===== config.mk =====
export PLATFORM = sky130hd
export DESIGN_NAME = expand_a_ctrl
export DESIGN_NICKNAME = d
export VERILOG_FILES = /design/src/rtl/dilithium_pkg.sv /design/src/rtl/mat_idx_cnt.sv /design/src/rtl/expand_a_ctrl.sv
export SDC_FILE = /design/constraint.sdc
export NUM_CORES = 1
export LEC_CHECK = 0
export ABC_AREA = 1
export BUFFER_PORTS_ARGS = -buffer_cell sky130_fd_sc_hd__buf_2
export CORE_AREA = 2 2 213 215
export DETAILED_ROUTE_END_ITERATION = 16
export DIE_AREA = 0 0 215 217
export GPL_TIMING_DRIVEN = 0
export HOLD_SLACK_MARGIN = 0.03
export PLACE_DENSITY = 0.64
export SYNTH_ARGS = -nofsm -noshare
export SYNTH_HDL_FRONTEND = slang
export SYNTH_SLANG_ARGS = --single-unit

===== constraint.sdc =====
create_clock -name clk -period 1.75 [get_ports clk]
set_input_delay 0.35 -clock clk [delete_from_list [all_inputs] [get_ports clk]]
set_output_delay 0.35 -clock clk [all_outputs]
set_load 0.02 [all_outputs]

===== src/rtl/dilithium_pkg.sv =====
// Shared types, constants and seed packing for the Dilithium matrix/vector expansion sequencers.
package dilithium_pkg;

  localparam int unsigned Q          = 8380417;
  localparam int unsigned SEED_BYTES = 34;
  localparam int unsigned SEED_BITS  = SEED_BYTES * 8;
  localparam int unsigned RHO_BITS   = 256;
  localparam int unsigned IDX_WIDTH  = 4;

  typedef enum logic [2:0] {
    ST_IDLE,
    ST_CLR,
    ST_KICK,
    ST_WAIT,
    ST_NEXT
  } expand_a_state_e;

  // Seed is rho || l || k, with the 4-bit indices zero-extended to full bytes.
  function automatic logic [SEED_BITS-1:0] build_seed(
    input logic [RHO_BITS-1:0]  rho,
    input logic [IDX_WIDTH-1:0] k,
    input logic [IDX_WIDTH-1:0] l
  );
    return {8'(k), 8'(l), rho};
  endfunction

endpackage


===== src/rtl/mat_idx_cnt.sv =====
// Row-major (row, col) index counter with a combinational last-entry flag.
module mat_idx_cnt
  import dilithium_pkg::*;
#(
  parameter int unsigned ROWS = 8,
  parameter int unsigned COLS = 7
) (
  input  logic                 clk,
  input  logic                 rst_n,
  input  logic                 clr_i,
  input  logic                 adv_i,
  output logic [IDX_WIDTH-1:0] row_o,
  output logic [IDX_WIDTH-1:0] col_o,
  output logic                 last_c
);

  logic [IDX_WIDTH-1:0] row_q, row_d;
  logic [IDX_WIDTH-1:0] col_q, col_d;
  logic                 row_end_c, col_end_c;

  assign row_end_c = (row_q == IDX_WIDTH'(ROWS - 1));
  assign col_end_c = (col_q == IDX_WIDTH'(COLS - 1));
  assign last_c    = row_end_c && col_end_c;

  always_comb begin
    row_d = row_q;
    col_d = col_q;
    if (clr_i) begin
      row_d = '0;
      col_d = '0;
    end else if (adv_i) begin
      if (col_end_c) begin
        col_d = '0;
        row_d = row_end_c ? '0 : row_q + IDX_WIDTH'(1);
      end else begin
        col_d = col_q + IDX_WIDTH'(1);
      end
    end
  end

  always_ff @(posedge clk or negedge rst_n) begin
    if (!rst_n) begin
      row_q <= '0;
      col_q <= '0;
    end else begin
      row_q <= row_d;
      col_q <= col_d;
    end
  end

  assign row_o = row_q;
  assign col_o = col_q;

endmodule


===== src/rtl/expand_a_ctrl.sv =====
// ExpandA sequencer: walks every (k,l) of matrix A, clearing SHAKE and running the sampler per entry.
// Optional cycle counter output perf_cycles when EXPAND_A_PERF_CNT_EN is defined.
module expand_a_ctrl
  import dilithium_pkg::*;
#(
  parameter int unsigned K              = 8,
  parameter int unsigned L              = 7,
  parameter int unsigned TIMEOUT_CYCLES = 65535
) (
  input  logic                 clk,
  input  logic                 rst,
  input  logic                 start,
  input  logic                 abort,
  input  logic [RHO_BITS-1:0]  rho,
  output logic                 busy,
  output logic                 done,
  output logic                 err,
  output logic [IDX_WIDTH-1:0] cur_k,
  output logic [IDX_WIDTH-1:0] cur_l,
  output logic                 samp_start,
  output logic [SEED_BITS-1:0] samp_seed,
  output logic [IDX_WIDTH-1:0] samp_k,
  output logic [IDX_WIDTH-1:0] samp_l,
  input  logic                 samp_done,
  output logic                 shake_clr
`ifdef EXPAND_A_PERF_CNT_EN
  ,
  output logic [31:0]          perf_cycles
`endif
);

  localparam int unsigned CNT_W = $clog2(TIMEOUT_CYCLES + 1);

  expand_a_state_e      state_q, state_d;
  logic [RHO_BITS-1:0]  rho_q, rho_d;
  logic [CNT_W-1:0]     cnt_q, cnt_d;
  logic                 busy_q, busy_d;
  logic                 done_q, done_d;
  logic                 err_q, err_d;
  logic                 samp_start_q, samp_start_d;
  logic                 shake_clr_q, shake_clr_d;
  logic                 idx_clr_c, idx_adv_c, last_c;
  logic [IDX_WIDTH-1:0] k_idx, l_idx;

  mat_idx_cnt #(
    .ROWS (K),
    .COLS (L)
  ) u_idx (
    .clk    (clk),
    .rst_n  (rst),
    .clr_i  (idx_clr_c),
    .adv_i  (idx_adv_c),
    .row_o  (k_idx),
    .col_o  (l_idx),
    .last_c (last_c)
  );

  always_comb begin
    state_d      = state_q;
    rho_d        = rho_q;
    cnt_d        = cnt_q;
    err_d        = err_q;
    idx_clr_c    = 1'b0;
    idx_adv_c    = 1'b0;
    busy_d       = 1'b0;
    done_d       = 1'b0;
    samp_start_d = 1'b0;
    shake_clr_d  = 1'b0;

    unique case (state_q)
      ST_IDLE: begin
        if (start) begin
          rho_d     = rho;
          idx_clr_c = 1'b1;
          err_d     = 1'b0;
          state_d   = ST_CLR;
        end
      end
      ST_CLR:  state_d = ST_KICK;
      ST_KICK: begin
        cnt_d   = '0;
        state_d = ST_WAIT;
      end
      ST_WAIT: begin
        // A done arriving on the timeout cycle still wins.
        cnt_d = cnt_q + CNT_W'(1);
        if (samp_done) begin
          state_d = ST_NEXT;
        end else if (cnt_d == CNT_W'(TIMEOUT_CYCLES)) begin
          err_d   = 1'b1;
          state_d = ST_IDLE;
        end
      end
      ST_NEXT: begin
        if (last_c) begin
          state_d = ST_IDLE;
        end else begin
          idx_adv_c = 1'b1;
          state_d   = ST_CLR;
        end
      end
      default: state_d = ST_IDLE;
    endcase

    if (abort) begin
      state_d   = ST_IDLE;
      rho_d     = rho_q;
      err_d     = err_q;
      idx_clr_c = 1'b0;
      idx_adv_c = 1'b0;
    end

    // Registered outputs decode the state being entered so they align with it.
    busy_d       = (state_d != ST_IDLE);
    shake_clr_d  = (state_d == ST_CLR);
    samp_start_d = (state_d == ST_KICK);
    done_d       = (state_d == ST_NEXT) && last_c;
  end

  always_ff @(posedge clk or negedge rst) begin
    if (!rst) begin
      state_q      <= ST_IDLE;
      rho_q        <= '0;
      cnt_q        <= '0;
      busy_q       <= 1'b0;
      done_q       <= 1'b0;
      err_q        <= 1'b0;
      samp_start_q <= 1'b0;
      shake_clr_q  <= 1'b0;
    end else begin
      state_q      <= state_d;
      rho_q        <= rho_d;
      cnt_q        <= cnt_d;
      busy_q       <= busy_d;
      done_q       <= done_d;
      err_q        <= err_d;
      samp_start_q <= samp_start_d;
      shake_clr_q  <= shake_clr_d;
    end
  end

  assign busy       = busy_q;
  assign done       = done_q;
  assign err        = err_q;
  assign samp_start = samp_start_q;
  assign shake_clr  = shake_clr_q;
  assign cur_k      = k_idx;
  assign cur_l      = l_idx;
  assign samp_k     = k_idx;
  assign samp_l     = l_idx;
  assign samp_seed  = build_seed(rho_q, k_idx, l_idx);

`ifdef EXPAND_A_PERF_CNT_EN
  logic [31:0] perf_q, perf_d;

  // Counts busy cycles from the accepted start; saturates instead of wrapping.
  always_comb begin
    perf_d = perf_q;
    if (state_q == ST_IDLE && start && !abort) begin
      perf_d = '0;
    end else if (busy_q && perf_q != '1) begin
      perf_d = perf_q + 32'd1;
    end
  end

  always_ff @(posedge clk or negedge rst) begin
    if (!rst) begin
      perf_q <= '0;
    end else begin
      perf_q <= perf_d;
    end
  end

  assign perf_cycles = perf_q;
`endif

endmodule


After elaboration in Yosys (flattened, before gate mapping)
Index checks and enable logic that the tools add are counted.

Register bits: 288. Output and inout port bits: 293.

$add $sub $neg: 3. Eq/ne operators: 13. Mux-type cells: 24. Bitwise gates (word level): 1. Reduce and logical (&&, ||, !) cells: 11.

Operators by type and width (number): $pmux 16 s2 (1); $mux 4 (7); $add 16x1->16 const B (1); $eq 16x16->1 const B (1); $pmux 3 s5 (1); $mux 3 (4); $mux 1 (10); $eq 3x2->1 const B (3); $add 4x1->4 const B (2); $eq 4x3->1 const B (2); $reduce_bool 2->1 (4); $eq 3x1->1 const B (2); $eq 3x3->1 const B (2); $ne 2x2->1 const B (3); $reduce_and 5->1 (1); $logic_not 3->1 (1); $reduce_and 3->1 (1); $reduce_bool 3->1 (1); $logic_and 1x1->1 (2); $pmux 1 s2 (1); $reduce_and 2->1 (1); $not 1->1 (1).

Longest topological paths before layout
Gate-level depths: netlist of the first run.

Word-level depth: 8. Depth in mapped cells: 14. Gate-level depth less buffers: 14.

Hierarchy
A second synthesis of the first run with hierarchy kept.

Cell total of the unflattened synthesis: 1370. Area total of the unflattened synthesis: 11636.2 µm².

Modules (own cells, without submodules): expand_a_ctrl (times used 1, cells each 1314, area an instance 11177.0 µm²); mat_idx_cnt (times used 1, cells each 56, area an instance 459.2 µm²).

Least setup slack after synthesis of the first run
Ideal clock, no wire load.

Path kind: flip-flop to flip-flop. Start: reg u_idx.col_q[0] (netlist: u_idx.col_o[0]). End: reg u_idx.row_q[0] (netlist: u_idx.row_o[0]). Library setup time: 0.119 ns. Arrival time: 1.744 ns. Path slack: -0.113 ns. Cell stages (with the launch flop): 12. Clock period less this slack: 1.863 ns. Cells stage by stage: dfrtp_1 -> inv_1 -> ha_1 -> nand3_1 -> inv_1 -> nand2_1 -> nand3_1 -> o21ai_4 -> o21ai_2 -> inv_2 -> o31ai_1 -> o21a_1.

Word-level cells in the longest chain between the ends: 7. Elaborated cells on any way between the ends: 8. Those cells by class: 1 x eq/ne; 3 x mux; 4 x reduce/logical.

Ends and longest elaborated chain: start, declared (line mat_idx_cnt.sv:18) `logic [IDX_WIDTH-1:0] col_q, col_d;`; start signal, assigned (line mat_idx_cnt.sv:47) `col_q <= col_d;`; $eq 4x3->1 * (line mat_idx_cnt.sv:22) `assign col_end_c = (col_q == IDX_WIDTH'(COLS - 1));`; $logic_and 1x1->1 (line mat_idx_cnt.sv:23) `assign last_c = row_end_c && col_end_c;`; $mux 1 (line expand_a_ctrl.sv:95) `if (last_c) begin`; $mux 1 (line expand_a_ctrl.sv:70) `unique case (state_q)`; $mux 1 (line expand_a_ctrl.sv:105) `if (abort) begin`; $reduce_bool 2->1 (no source line); $reduce_and 2->1 (no source line) *; end signal, assigned (line mat_idx_cnt.sv:46) `row_q <= row_d;`; end, declared (line mat_idx_cnt.sv:17) `logic [IDX_WIDTH-1:0] row_q, row_d;`.

Mark *: on every way between the ends. The rest lies on a longest branch, timed or not. A chain may end at the register's enable or synchronous reset.

Worst setup path after layout of the first run
Start: reg cnt_q[1]. End: reg busy_q (netlist: busy).

Word-level cells in the longest chain between the ends: 7.

Ends and longest elaborated chain: start, declared (line expand_a_ctrl.sv:36) `logic [CNT_W-1:0] cnt_q, cnt_d;`; start signal, assigned (line expand_a_ctrl.sv:133) `cnt_q <= cnt_d;`; $add 16x1->16 (line expand_a_ctrl.sv:86) `cnt_d = cnt_q + CNT_W'(1);`; $eq 16x16->1 (line expand_a_ctrl.sv:89) `end else if (cnt_d == CNT_W'(TIMEOUT_CYCLES)) begin`; $mux 3 (line expand_a_ctrl.sv:89); $mux 3 (line expand_a_ctrl.sv:87) `if (samp_done) begin`; $pmux 3 s5 (line expand_a_ctrl.sv:70); $mux 3 (line expand_a_ctrl.sv:105); $reduce_bool 3->1 (line expand_a_ctrl.sv:114) `busy_d = (state_d != ST_IDLE);`; named net busy_d (line expand_a_ctrl.sv:37) `logic busy_q, busy_d;`; end signal, assigned (line expand_a_ctrl.sv:134) `busy_q <= busy_d;`; end, declared (line expand_a_ctrl.sv:37).

The timed path passes the listed nets, and every way through them passes these cells.

==> impl_metrics.json, run 1 <==
{
  "cts_tree": "done",
  "ant_nets": 0,
  "grt_antenna_before_repair": 1,
  "multi_input_area_mm2": 0.003979,
  "skew_ns": 0.009158,
  "rows": 78,
  "slowest_delay_ns": 0.43,
  "yosysTopAreaCellShare_pct": 62.19,
  "timing.final.hold_violations": 0,
  "power.density_mw_per_mm2": 1315,
  "crit_fanout": 5,
  "coreArea_mm2": 0.04470,
  "pre_cts_slack_ns": -0.8043,
  "ys_seq_elements": 288,
  "fill_cells": 4227,
  "cp.required_ns": 2.15,
  "crit_arrival_ns": 2.31,
  "syn_to_final_growth_pct": 66.84,
  "numCtsBuffers": 34,
  "die_h_um": 217,
  "worstSkewPairLatency_ns": 0.52,
  "status": "finished, violations left",
  "post-route-drc-count": 0,
  "fin_ws_ns": -0.1559,
  "clockBufferDepth": 3,
  "holdWs_ns": 0.06252,
  "viasPerCell": 4.350,
  "drt_iter0_drc": 656,
  "synth_cells": 1350,
  "tightest_slew_ns": 0.6450,
  "endpoint_kind": "register",
  "wl_per_cell_um": 15.31,
  "synth_area_leaders": "dfrtp_1 (62%), nand2_1 (27%), buf_2 (1.9%)",
  "io_pins": 554,
  "crit_chain": "ha_4 > nand2_4 > nor2_4 > nand2_2 > nand2_2 > nand2_2 > nor2_2 > nand3_1 > nor2_2 > nand2_1 > nand2_2 > nand2_2 > nand2_2 > nand3_2",
  "avgSynthCellArea_um2": 8.584,
  "p_leak_nw": 10.71,
  "placed_cell_area_mm2": 0.01518,
  "ys_seq_area_share_pct": 62.19,
  "async_reset_ff_share_pct": 100.0,
  "critPathKind": "register to register",
  "drv_slew": 0,
  "regArea_mm2": 0.007213,
  "rsz0062_at_grt": "yes",
  "fmax_mhz": 524.7,
  "grt_pass1_vias": 12831,
  "start_util_pct": 25.93,
  "antenna_cells": 0,
  "final_cell_area_mm2": 0.01933,
  "nets": 2470,
  "ir_drop_uv": 1036,
  "path_common_cell": "nand2_2",
  "min_path_type": "input pin to register",
  "synthDistinctLibCells": 30,
  "grt_pass1_wl_um": 66630,
  "syn-cell-area_mm2": 0.01159,
  "relSlewSlack_pct": 57.00,
  "port_buffers": 545,
  "dp_hpwl_um": 29340,
  "synth_edf_count": 0,
  "period_minus_slack_ns": 1.906,
  "setup_viol": 5,
  "dr.pass1.iters": 5,
  "die-area_mm2": 0.04666,
  "post-route-period-util_pct": 108.9,
  "startpoint_type": "register",
  "cts-root-buf": "clkbuf_16",
  "gp_congestion": 0.8762,
  "cap_viol_max_count": 0,
  "synth-main-ff-cell": "dfrtp_1",
  "grt_use_total_pct": 17.87,
  "cts_num_sinks": 288,
  "grt_overflow": 0,
  "synth_top_area_cell": "dfrtp_1",
  "cp_slowest_cell": "dfrtp_1",
  "finalWirelength_um": 43280,
  "violations": "setup timing",
  "drive_above_1_share_pct": 34.40,
  "htreeDepth": 2,
  "die_w_um": 215,
  "via_count": 12297,
  "grt_max_degree": 114,
  "setup_tns_ns": -0.5429,
  "yosysWarningCount": 0,
  "clkTransAtPathRegs_ns": 0.06
}
==> sequential cells by signal, summed over array words and instances (netlist names) <==
| register | cells |
|---|---|
| u_idx.row_o | 4 |
| shake_clr | 1 |
| rho_q | 256 |
| u_idx.col_o | 4 |
| samp_start | 1 |
| cnt_q | 16 |
| err | 1 |
| done | 1 |
| state_q | 3 |
| busy | 1 |
==> report_power, final <==
| part | internal (mW) | switching [mW] |
|---|---|---|
| logic | 3.25 | 5.58 |
| registers | 8.46 | 1.12 |
| clock network | 4.20 | 2.82 |
==> timing repair <==
action | CTS | global route
gates cloned | 0 | 0
resized for setup | 62 | 111
hold buffers | 238 | 0
endpoints found under the hold margin | 316 | 0
buffers inserted | 18 | 8
pin swaps | 12 | 15
endpoints found under the setup margin | 270 | 263
==> synth_stat cells, types with 4 or more instances <==
| library cell | instances |
|---|---|
| nand2_1 | 829 |
| dfrtp_1 | 288 |
| buf_2 | 44 |
| inv_1 | 36 |
| buf_4 | 24 |
| nand3_1 | 23 |
| nor2_1 | 22 |
| o21ai_0 | 12 |
| clkbuf_1 | 11 |
| o22ai_1 | 10 |
| nand4_1 | 8 |
| nor3_1 | 6 |
| ha_1 | 5 |
| a21oi_1 | 4 |
| nand2_2 | 4 |
| nor2_4 | 4 |
==> per-layer routing <==
metal	wire [um]	GRT usage, %
met1	17000	20.38
met2	21380	31.13
met3	2693	4.333
met5	0	0
met4	2204	9.379
==> kinds of logic after synthesis <==
kind of cell | Yosys count | share of synthesized area [%]
fa+ha+maj | 5 | 0.5398
flops | 288 | 62.19
mux | 1 | 0.08638
compound gates | 33 | 1.771
simple gates | 901 | 30.21
other cells | 1 | 0.03236
buf+inv | 121 | 5.172
==> worst max-delay path, delay by kind of cell, from the launching register on <==
family | cells | cell delay [ns]
adders and majority gates | 1 | 0.20
and+or+nand+nor | 13 | 1.16
DFF | 1 | 0.43
==> placed cells by master, fill, tap and decap left out, drive strengths merged <==
| master | instances |
|---|---|
| nand2 | 833 |
| buf | 640 |
| dfrtp | 288 |
| dlygate4sd3 | 238 |
| clkbuf | 64 |
| inv | 39 |
| nor2 | 29 |
| nand3 | 24 |
| o21ai | 15 |
| o22ai | 10 |
| nand4 | 8 |
| conb | 8 |
| clkinv | 7 |
| nor3 | 6 |
| ha | 5 |
| a21oi | 4 |
| clkinvlp | 2 |
| o211a | 1 |
| mux2i | 1 |
| o31ai | 1 |
| o21a | 1 |
| a21boi | 1 |
| nor3b | 1 |
| bufinv | 1 |
==> through the flow <==
step           instances  power, mW  utilization, %
6_report            2827      25.42           43.26
5_1_grt             2827      26.79           43.26
3_5_place_dp        2504      17.49           33.96
3_3_place_gp        2502      17.31           33.81
4_1_cts             2819      25.29           42.48
2_1_floorplan       1357      14.06               -
==> path summary, 6_finish.rpt <==
| check | start | to | slack [ns] | cells after the start |
|---|---|---|---|---|
| setup / recovery | cnt_q[1] | busy | -0.16 | 14 |
| max in group asynchronous | rst | u_idx.col_o[0] | 0.27 | 3 |
| setup reg to reg | cnt_q[1] | busy | -0.16 | 14 |
| hold / removal | rho[187] | rho_q[187] | 0.06 | 3 |
| hold reg to reg | rho_q[195] | rho_q[195] | 0.46 | 2 |
| min in group asynchronous | rst | rho_q[46] | 0.41 | 2 |
==> area by class of cell <==
class	instances	area share [%]
well taps	600	3.883
inverters	39	0.8218
clock buffers	49	5.281
clock inverters	10	0.4142
multi-input cells	948	20.58
flip-flops and latches	288	37.31
repair buffers	811	28.05
plain buffers	82	3.669
Power figures use the tool's default switching activity.
==> inputs of run 2 (changes only) <==
--- a/config.mk
+++ b/config.mk
@@ -5,7 +5,6 @@
 export SDC_FILE = /design/constraint.sdc
 export NUM_CORES = 1
 export LEC_CHECK = 0
-export ABC_AREA = 1
 export BUFFER_PORTS_ARGS = -buffer_cell sky130_fd_sc_hd__buf_2
 export CORE_AREA = 2 2 213 215
 export DETAILED_ROUTE_END_ITERATION = 16
@@ -16,3 +15,4 @@
 export SYNTH_ARGS = -nofsm -noshare
 export SYNTH_HDL_FRONTEND = slang
 export SYNTH_SLANG_ARGS = --single-unit
+export TNS_END_PERCENT = 50
==> run 2 against run 1 <==
Against the previous run:
- the run still ends with setup timing left
- clock-buffer cell count up 1
- flip-flop and latch count unchanged
- sequential power down 5.3%
- largest power group unchanged
- final cell count about the same
- non-clock buffer count increased by 30
- wire length increased by 0.43%
- fmax shrank 13%
==> impl_metrics.json, run 2 <==
{
  "status": "finished, violations left",
  "violations": "setup timing",
  "setup_viol": 13,
  "synth-main-ff-cell": "dfrtp_1",
  "cts-root-buf": "clkbuf_16",
  "ff2ff_path_depth": 8,
  "clkTransAtPathRegs_ns": 0.06,
  "ir_drop_uv": 773.0,
  "gp_congestion": 0.9093,
  "drv_slew": 0,
  "synth_cells": 1329,
  "syn_to_final_growth_pct": 68.37,
  "htreeDepth": 2,
  "post-route-period-util_pct": 125.1,
  "avgSynthCellArea_um2": 8.757,
  "critPathKind": "register to register",
  "timing.final.hold_violations": 0,
  "start_util_pct": 26.04,
  "viasPerCell": 4.407,
  "dp_hpwl_um": 28710,
  "power.density_mw_per_mm2": 1214,
  "met3WireLength_um": 3015,
  "pre_cts_slack_ns": -1.240,
  "rsz0062_at_grt": "yes",
  "syn-cell-area_mm2": 0.01164,
  "highest_layer": "met5",
  "fin_util_pct": 43.84,
  "layout_commonest_cell": "nand2_1",
  "cts_tree": "done",
  "ant_nets": 0,
  "grt_overflow": 0,
  "yosysWarningCount": 0,
  "dp_cells": 2483,
  "final_cell_mix": "nand2_1 (801), buf_2 (545), dfrtp_1 (278)",
  "drt_iter0_drc": 713,
  "drive_above_1_share_pct": 34.80,
  "min_path_cells": 3,
  "grt_pass1_vias": 12669,
  "coreArea_mm2": 0.04470,
  "via_count": 12464,
  "min_path_type": "input pin to register",
  "cts_num_sinks": 288,
  "fin_cells": 2828,
  "p_leak_nw": 10.77,
  "grt_use_total_pct": 17.79,
  "io_pins": 554,
  "synth_top_area_cell": "dfrtp_1",
  "grt_pass1_wl_um": 66790,
  "crit_fanout": 4,
  "worstSkewPairLatency_ns": 0.53,
  "synth_edf_count": 0,
  "async_reset_ff_share_pct": 100.0,
  "ys_seq_elements": 288,
  "die_h_um": 217,
  "yosysMostFrequentCell": "nand2_1",
  "grt_max_degree": 121,
  "die-area_mm2": 0.04666,
  "tightest_slew_ns": 0.6972,
  "clockBufferDepth": 3,
  "largest_reg_flops": 256,
  "port_buffers": 545,
  "crit_arrival_ns": 2.60,
  "post-route-drc-count": 0,
  "wl_per_cell_um": 15.37,
  "skew_ns": 0.02328,
  "setup_tns_ns": -2.287,
  "relSlewSlack_pct": 53.52,
  "met2_length_um": 21910,
  "cap_viol_max_count": 0,
  "fin_ws_ns": -0.4394,
  "reg_top3": "rho_q (256), cnt_q (16)",
  "synthDistinctLibCells": 52,
  "fmax_mhz": 456.8,
  "dr.pass1.iters": 5,
  "synth_area_leaders": "dfrtp_1 (62%), nand2_1 (26%), clkbuf_1 (2.0%)",
  "yosysTopAreaCellShare_pct": 61.93,
  "numCtsBuffers": 35,
  "synth.top_cells.by_count": "nand2_1 (803), dfrtp_1 (288), clkbuf_1 (61)",
  "endpoint_kind": "register",
  "finalWirelength_um": 43460,
  "wl_met1_um": 16980,
  "period_minus_slack_ns": 2.189,
  "cp.required_ns": 2.16,
  "top_register": "rho_q",
  "power_mw": 23.78,
  "startpoint_type": "register",
  "rows": 78,
  "die_w_um": 215,
  "nets": 2468,
  "ys_seq_area_share_pct": 61.93,
  "grt_antenna_before_repair": 2
}
[run 2: report_power, final]
group / switching [mW] / internal (mW)
combinational: 4.71 / 2.90
clock: 2.92 / 4.18
sequential: 0.926 / 8.15
[run 2: final cells by class]
class                   count  area, um^2
diodes                      1       2.502
plain buffers              92       656.9
clock buffers              50        1044
clock inverters            12       87.58
fillers                  4187       25100
inverters                   7       28.78
multi-input cells         947        4177
flip-flops and latches    288        7219
well taps                 600       750.7
repair buffers            831        5628
[run 2: worst paths after layout]
| path | slack, ns | to | start |
|---|---|---|---|
| setup / recovery | -0.44 | busy | cnt_q[0] |
| hold / removal | 0.06 | rho_q[119] | rho[119] |
| setup reg to reg | -0.44 | busy | cnt_q[0] |
| hold reg to reg | 0.47 | rho_q[72] | rho_q[72] |
| max in group asynchronous | 0.42 | rho_q[124] | rst |
| min in group asynchronous | 0.33 | rho_q[176] | rst |
[run 2: logic make-up after synthesis]
family / share of synthesized area [%]
fa+ha+maj: 0.5376
simple gates: 29.34
buf+inv: 4.408
xor+xnor: 0.2258
mux: 0.2903
compound gates: 3.236
other cells: 0.03222
flops: 61.93
[run 2: timing repair]
item / 4_1_cts / 5_1_grt
hold buffers: 248 / 0
buffers inserted: 9 / 26
pin swaps: 9 / 14
gates cloned: 0 / 1
resized for setup: 84 / 77
endpoints found under the setup margin: 273 / 259
hold endpoints to repair: 297 / 0
[run 2: metrics by stage]
step,area (um^2),hold WS [ns]
after floorplan,11710,0.05441
after global placement,15190,0.4540
after detailed placement,15250,0.3013
after CTS,19140,0.03025
after global routing,19590,0.05142
final,19590,0.06232
[run 2: per-layer routing]
layer / GRT usage, % / vias to the layer above
li1: - / 5848
met1: 20.95 / 5994
met2: 31.06 / 501
met3: 4.570 / 119
met4: 7.034 / 2
met5: 0 / -
[run 2: worst max-delay path, cell delays in order (launching register included)]
cell and delay (ns):
dfrtp_1 0.43, ha_4 0.19, buf_4 0.14, o32a_1 0.34, o22a_1 0.20, a2111o_1 0.39
buf_6 0.16, nor4_4 0.11, o21ai_1 0.11
